**src/rtl/dmem_access_unit.sv**
```systemverilog
// ============================================================================
// Module   : dmem_access_unit
// Brief    : MEM-stage data-memory access FSM (IDLE/REQ/DONE) with pipeline
//            stall, misalignment detection and optional REQ timeout
//            (enabled by defining DMEM_TIMEOUT_EN).
// Revision : 1.0 - initial release
// ============================================================================
`default_nettype none

module dmem_access_unit #(
    parameter int TIMEOUT = 16
) (
    input  logic        clk_i,
    input  logic        rst_i,
    input  logic        MemRead_i,
    input  logic        MemWrite_i,
    input  logic        MemtoReg_i,
    input  logic        RegWrite_i,
    input  logic [31:0] ALU_result_i,
    input  logic [31:0] Mem_Write_Data_i,
    input  logic [4:0]  Write_register_i,
    output logic        mem_req_o,
    output logic        mem_we_o,
    output logic [31:0] mem_addr_o,
    output logic [31:0] mem_wdata_o,
    input  logic        mem_ack_i,
    input  logic [31:0] mem_rdata_i,
    output logic        stall_o,
    output logic        MemtoReg_o,
    output logic        RegWrite_o,
    output logic [4:0]  Write_register_o,
    output logic [31:0] ALU_result_o,
    output logic [31:0] Read_data_o,
    output logic        misalign_o,
    output logic        err_o
);

    typedef enum logic [1:0] {
        S_IDLE = 2'd0,
        S_REQ  = 2'd1,
        S_DONE = 2'd2
    } state_t;

    if (TIMEOUT < 1) begin : g_timeout_chk
        $error("dmem_access_unit: TIMEOUT must be at least 1");
    end

    state_t      r_state;
    logic        r_req;
    logic        r_we;
    logic [31:0] r_addr;
    logic [31:0] r_wdata;
    logic [31:0] r_rdata;

    logic w_access;
    logic w_aligned;
    logic w_start;

    assign w_access  = MemRead_i | MemWrite_i;
    assign w_aligned = (ALU_result_i[1:0] == 2'b00);
    assign w_start   = (r_state == S_IDLE) && w_access && w_aligned;

    assign misalign_o       = (r_state == S_IDLE) && w_access && !w_aligned;
    assign stall_o          = w_start || (r_state == S_REQ);
    // Dropping RegWrite while stalled turns the held instruction into a MEM/WB bubble
    assign RegWrite_o       = RegWrite_i & ~stall_o & ~misalign_o;
    assign MemtoReg_o       = MemtoReg_i;
    assign Write_register_o = Write_register_i;
    assign ALU_result_o     = ALU_result_i;

    assign mem_req_o   = r_req;
    assign mem_we_o    = r_we;
    assign mem_addr_o  = r_addr;
    assign mem_wdata_o = r_wdata;
    assign Read_data_o = r_rdata;

`ifdef DMEM_TIMEOUT_EN
    localparam int CNT_W = $clog2(TIMEOUT + 1);

    logic [CNT_W-1:0] r_cnt;
    logic             r_err;

    assign err_o = r_err;

    always_ff @(posedge clk_i or negedge rst_i) begin
        if (!rst_i) begin
            r_state <= S_IDLE;
            r_req   <= 1'b0;
            r_we    <= 1'b0;
            r_addr  <= 32'd0;
            r_wdata <= 32'd0;
            r_rdata <= 32'd0;
            r_cnt   <= '0;
            r_err   <= 1'b0;
        end else begin
            case (r_state)
                S_IDLE: begin
                    r_err <= 1'b0;
                    if (w_start) begin
                        r_state <= S_REQ;
                        r_req   <= 1'b1;
                        r_we    <= MemWrite_i;
                        r_addr  <= ALU_result_i;
                        r_wdata <= Mem_Write_Data_i;
                        r_cnt   <= '0;
                    end
                end
                S_REQ: begin
                    if (mem_ack_i) begin
                        r_state <= S_DONE;
                        r_req   <= 1'b0;
                        r_rdata <= r_we ? 32'd0 : mem_rdata_i;
                    end else if (r_cnt == CNT_W'(TIMEOUT - 1)) begin
                        r_state <= S_DONE;
                        r_req   <= 1'b0;
                        r_rdata <= 32'd0;
                        r_err   <= 1'b1;
                    end else begin
                        r_cnt <= r_cnt + 1'b1;
                    end
                end
                S_DONE: begin
                    r_state <= S_IDLE;
                    r_err   <= 1'b0;
                end
                default: r_state <= S_IDLE;
            endcase
        end
    end
`else
    assign err_o = 1'b0;

    always_ff @(posedge clk_i or negedge rst_i) begin
        if (!rst_i) begin
            r_state <= S_IDLE;
            r_req   <= 1'b0;
            r_we    <= 1'b0;
            r_addr  <= 32'd0;
            r_wdata <= 32'd0;
            r_rdata <= 32'd0;
        end else begin
            case (r_state)
                S_IDLE: begin
                    if (w_start) begin
                        r_state <= S_REQ;
                        r_req   <= 1'b1;
                        r_we    <= MemWrite_i;
                        r_addr  <= ALU_result_i;
                        r_wdata <= Mem_Write_Data_i;
                    end
                end
                S_REQ: begin
                    // A read+write combination is performed as a write, so no read data returns
                    if (mem_ack_i) begin
                        r_state <= S_DONE;
                        r_req   <= 1'b0;
                        r_rdata <= r_we ? 32'd0 : mem_rdata_i;
                    end
                end
                S_DONE:  r_state <= S_IDLE;
                default: r_state <= S_IDLE;
            endcase
        end
    end
`endif

endmodule

`default_nettype wire

```
**config.mk**
```make
export PLATFORM = sky130hd
export DESIGN_NAME = dmem_access_unit
export DESIGN_NICKNAME = d
export VERILOG_FILES = /design/src/rtl/dmem_access_unit.sv
export SDC_FILE = /design/constraint.sdc
export NUM_CORES = 1
export LEC_CHECK = 0
export ABC_AREA = 1
export CAP_MARGIN = 20
export CORE_MARGIN = 4
export CORE_UTILIZATION = 35
export CTS_CLUSTER_SIZE = 25
export DETAILED_ROUTE_END_ITERATION = 10
export GPL_TIMING_DRIVEN = 0
export PLACE_DENSITY = 0.77
export SYNTH_ARGS = -nofsm -noshare
export SYNTH_HDL_FRONTEND = slang
export SYNTH_SLANG_ARGS = --single-unit
```
**constraint.sdc**
```tcl
create_clock -name clk_i -period 1.04 [get_ports clk_i]
set_input_delay 0.156 -clock clk_i [delete_from_list [all_inputs] [get_ports clk_i]]
set_output_delay 0.156 -clock clk_i [all_outputs]
set_load 0.02 [all_outputs]
```
Word-level counts from Yosys, hierarchy flattened
Cells that the tools add are included.
Cells by class
  equality and inequality tests: 3
  muxes and demuxes: 7
  bitwise logic cells: 5
  reductions and logical operators: 12
Operators by type and width (count)
  2-to-1 mux 32 bit: 1
  AND reduction 2 bit: 3
  zero test 2 bit: 2
  2-to-1 mux 2 bit: 2
  inequality test 2 bit (second input constant): 2
  one-hot mux 2 bit (2 select lines): 1
  logical AND 1 bit: 3
  AND reduction 3 bit: 1
  AND 1 bit: 2
  equality test 2 x 1 -> 1 bit (second input constant): 1
  2-to-1 mux 1 bit: 2
  NOT 1 bit: 2
  one-hot mux 1 bit (2 select lines): 1
  nonzero test 2 bit: 1
  zero test 1 bit: 1
  logical OR 1 bit: 1
  OR 1 bit: 1
Storage, ports and cells
  flip-flop bits (word level): 100
  output and inout bits: 140

Depth between registers and ports, before layout
Gate-level depths: netlist (run 1).
  depth in word-level cells: 7
  gate-level depth with buffers: 7
  mapped depth without buffers: 5

Worst setup path after synthesis (run 1)
OpenSTA, ideal clock, no wires.
  path kind: register to output
  start point: register r_state[1]
  end point: output misalign_o
  data arrival time: 1169 ps
  path slack: -285 ps
  stages on the path, launching flop included: 6
  path buffers: 2
  cells stage by stage: dfrtp_1 -> nor2_2 -> buf_4 -> buf_4 -> nand2_1 -> nor2_1
On the way
  longest elaborated chain between the ends: 3
RTL lines
  start: declaration: line 48  | state_t r_state;
  start signal: assignment: line 135  | r_state <= S_IDLE;
  start signal: assignment: line 145  | r_state <= S_REQ;
  start signal: assignment: line 155  | r_state <= S_DONE;
  zero test 2 bit: line 63  | assign misalign_o = (r_state == S_IDLE) && w_access && !w_aligned;
  logical AND 1 bit (2 in series): line 63
  end: declaration: line 34  | output logic misalign_o,
No other way between the ends.

Worst setup path after layout (run 1)
  start point: register r_state[1]
  end point: output stall_o
On the way
  longest elaborated chain between the ends: 4
  elaborated cells between the ends (all ways): 5
  classes of those cells: eq/ne (1); reduce/logical (4)
RTL lines
  zero test 2 bit: line 61  | assign w_start = (r_state == S_IDLE) && w_access && w_aligned;
  logical AND 1 bit (2 in series): line 61
  logical OR 1 bit (*): line 64  | assign stall_o = w_start || (r_state == S_REQ);
  end: declaration: line 28  | output logic stall_o,
Mark *: on every way between the ends. The rest lies on a longest branch, timed or not.

==> results of run 1 <==
-- worst paths after layout --
kind | from | end | slack, ps | cells after the start
worst max-delay path | r_state[1] | stall_o | -520 | 6
worst min-delay path | rst_i | Read_data_o[19] | -170 | 1
worst max register to register | r_state[1] | mem_wdata_o[29] | -470 | 9
worst min register to register | Read_data_o[31] | Read_data_o[31] | 490 | 2
max in group asynchronous | rst_i | mem_we_o | 510 | 2
min in group clk_i | ALU_result_i[6] | mem_addr_o[6] | 120 | 3
-- Yosys cell counts (all sizes together) --
cell type,count,area (um2)
conb,1,3.75
clkbuf,10,37.5
inv,7,26.3
nand2,199,747
nor2,3,13.8
a21oi,1,5.00
nand3,2,15.0
buf,67,460
nand4,63,394
dfrtp,100,2500
o21ai,33,165
-- metal layers --
layer / part of all wire [%] / track usage (%) / up-vias
met3: 7.7 / 5.14 / 17
met5: 0 / 0 / -
met2: 52 / 38.6 / 198
met4: 1.4 / 5.44 / 0
li1: - / - / 2217
met1: 39 / 25.1 / 2222
-- where the power goes --
| group | switching (mW) | internal (mW) |
|---|---|---|
| clock | 1.45 | 1.93 |
| sequential | 0.860 | 4.97 |
| combinational | 3.63 | 4.11 |
| total | 5.93 | 11.0 |
-- cells by family after synthesis --
group | after synthesis | share of synthesized area (%)
other | 1 | 0.0858
AO/OA/AOI/OAI | 34 | 3.89
buffers and inverters | 84 | 12.0
flip-flops | 100 | 57.3
AND/OR/NAND/NOR | 267 | 26.8
-- worst reg2reg max path, delay by kind of cell (launching register included) --
family / cells / cell delay [ps]
flip-flops: 1 / 410
AND/OR/NAND/NOR: 4 / 360
buffers and inverters: 5 / 650
-- sequential cells by signal, summed over array words and instances (netlist names) --
register and count:
Read_data_o 32, mem_req_o 1, mem_addr_o 32, mem_we_o 1
mem_wdata_o 32, r_state 2
-- layout by cell type (no fill, tap or decap), types with 3 or more instances in the layout --
cell type        netlist  layout
o21ai_0               19      18
buf_4                 43     142
clkbuf_16              0      12
clkdlybuf4s50_1        0      77
nand4_1               63      63
buf_2                 20      11
buf_6                  3     113
buf_12                 0       3
nand2_4                0       4
buf_8                  0      10
nand2_1              199     172
nand2_2                0      23
inv_1                  7       6
dfrtp_1              100      99
dlygate4sd2_1          0      15
o21ai_1               14      15
dlymetal6s2s_1         0      14
-- cell type report --
cell class / instances / area share, %
Buffer: 77 / 7.67
Clock buffer: 10 / 2.87
Clock inverter: 6 / 0.767
Inverter: 7 / 0.316
Multi-Input combinational cell: 302 / 17.5
Sequential cell: 100 / 30.1
Tap cell: 168 / 2.53
Timing Repair Buffer: 317 / 38.2
-- per-stage QoR --
stage	cell area (um2)	power [mW]
global placement	7050	11.8
global route	8320	17.8
finish	8320	16.9
CTS	7700	15.9
detailed placement	7070	12.0
floorplan	4440	8.53
-- what timing repair did --
action | CTS | global route
gates resized for setup | 777 | 104
buffers inserted | 36 | 35
hold endpoints to repair | 45 | 45
pin swaps | 9 | 0
setup endpoints to repair | 233 | 210
cloned | 4 | 3
==> reports/metrics.csv, run 1 <==
stage,metric,value,unit
run_status,status,"finished, violations left",
run_status,failing checks,"negative hold slack, negative setup slack",
sta,final worst setup slack,-520,ps
place,placed cell count,895,
worst_setup_path,Crit Path Max Fanout,3,
routing,DR vias,4654,
sta,crit path time final,1560,ps
routing,drt first pass iters,4,
sta,worst hold margin,-172,ps
logic_synthesis,Yosys reg bits,100,
worst_setup_path,crit path kind,reg2out,
routing,1st-iter DRT viols,306,
logic_synthesis,Yosys warnings,0,
final_layout,FILL cells,908,
global_route,total track usage,21.2,%
logic_synthesis,Post-Syn Instances,486,
worst_setup_path,critical path's largest stage delay,410,ps
sta,Final Max Tran Viols,0,
place,dpl ws,-1130,ps
floorplanning,die width,120,um
sta,Slew headroom,58.5,%
routing,drc violations,0,
clock_tree,Root Buffer Master,clkbuf_16,
floorplanning,die height,120,um
power_and_ir_drop,pwr dens,2040,nW/um2
final_layout,layout cells sized above 1,41.3,%
clock_tree,Sink Count,100,
worst_setup_path,"Req. time, crit path",880,ps
floorplanning,Core ar.,12100,um2
floorplanning,I/O pin total,248,
routing,DRT Wirelength,16200,um
clock_tree,TritonCTS clock tree,yes,
routing,post-DR vias/cell,4.72,
sta,fmax,641,MHz
final_layout,fin nets,922,
worst_setup_path,crit path buf inv count,3,
global_route,first-pass GRT wire length,24300,um
worst_setup_path,"Top cell by count, worst path",buf_8,
routing,Wirelength per Cell,16.5,um
clock_tree,H-tree depth,3,
floorplanning,Initial Util,36.1,%
clock_tree,CTS Buf Count,9,
worst_setup_path,critical path's slowest cell,dfrtp_1,
worst_setup_path,"Critical Path, Cell by Cell","nor2_4, nand3_4, buf_8, buf_8, nand2_4, buf_6",
logic_synthesis,Post-Synthesis Cell Area,4370,um2
power_and_ir_drop,worst vdd ir,1.05,mV
global_route,initial antenna violation count,0,
worst_hold_path,hold crit path type,in2async,
logic_synthesis,Netlist cell types,17,
sta,RSZ-0062 raised after global routing,yes,
final_layout,Multi-input gate area,1460,um2
logic_synthesis,post-synthesis average cell area,8.99,um2
global_route,gr ovfl total,0,
sta,setup_tns,-29060,ps
global_route,vias in the first global route,4690,
place,Final Wtd Congestion,0.838,
final_layout,Non-Filler Instances,987,
sta,crit share post-route,150,%
worst_setup_path,"delay-heaviest family, CP",flip-flops,
logic_synthesis,Syn Nets,594,
final_layout,Area Growth Syn to Fin,90.4,%
sta,total count of hold-check failures in the final report,45,
clock_tree,"Reg clk slew, reported paths",70,ps
power_and_ir_drop,leakage,4.40,nW
floorplanning,die area,14300,um2
routing,antenna-violating nets left,0,
sta,Post-Route Skew,6.35,ps
final_layout,Final Core Density,68.7,%
clock_tree,"Clk Latency, worst-skew pair",330,ps
clock_tree,clk buf depth,2,
sta,Setup Viol. Count Final,111,
floorplanning,Row Count,40,
sta,Slew @ Worst Pin,623,ps
final_layout,diode count,0,
final_layout,Seq. cell area,2500,um2
global_route,pin count of the biggest net entering global routing,56,
worst_setup_path,Critical Path End Type,output port,
worst_setup_path,CP Launch Type,flop,
place,post-DP HPWL,11400,um
place,Port Buffers,240,
logic_synthesis,register area share after synthesis,57.3,%
run,Max-Cap Viols,0,
worst_setup_path,arrival time worst endpoint,1400,ps
(Power assumes the default switching activity.)
==> inputs of run 2 (changes only) <==
- CTS_CLUSTER_DIAMETER: default -> 120
==> results of run 2 <==
No change in the layout: final DEF, timing and power equal those of run 1.
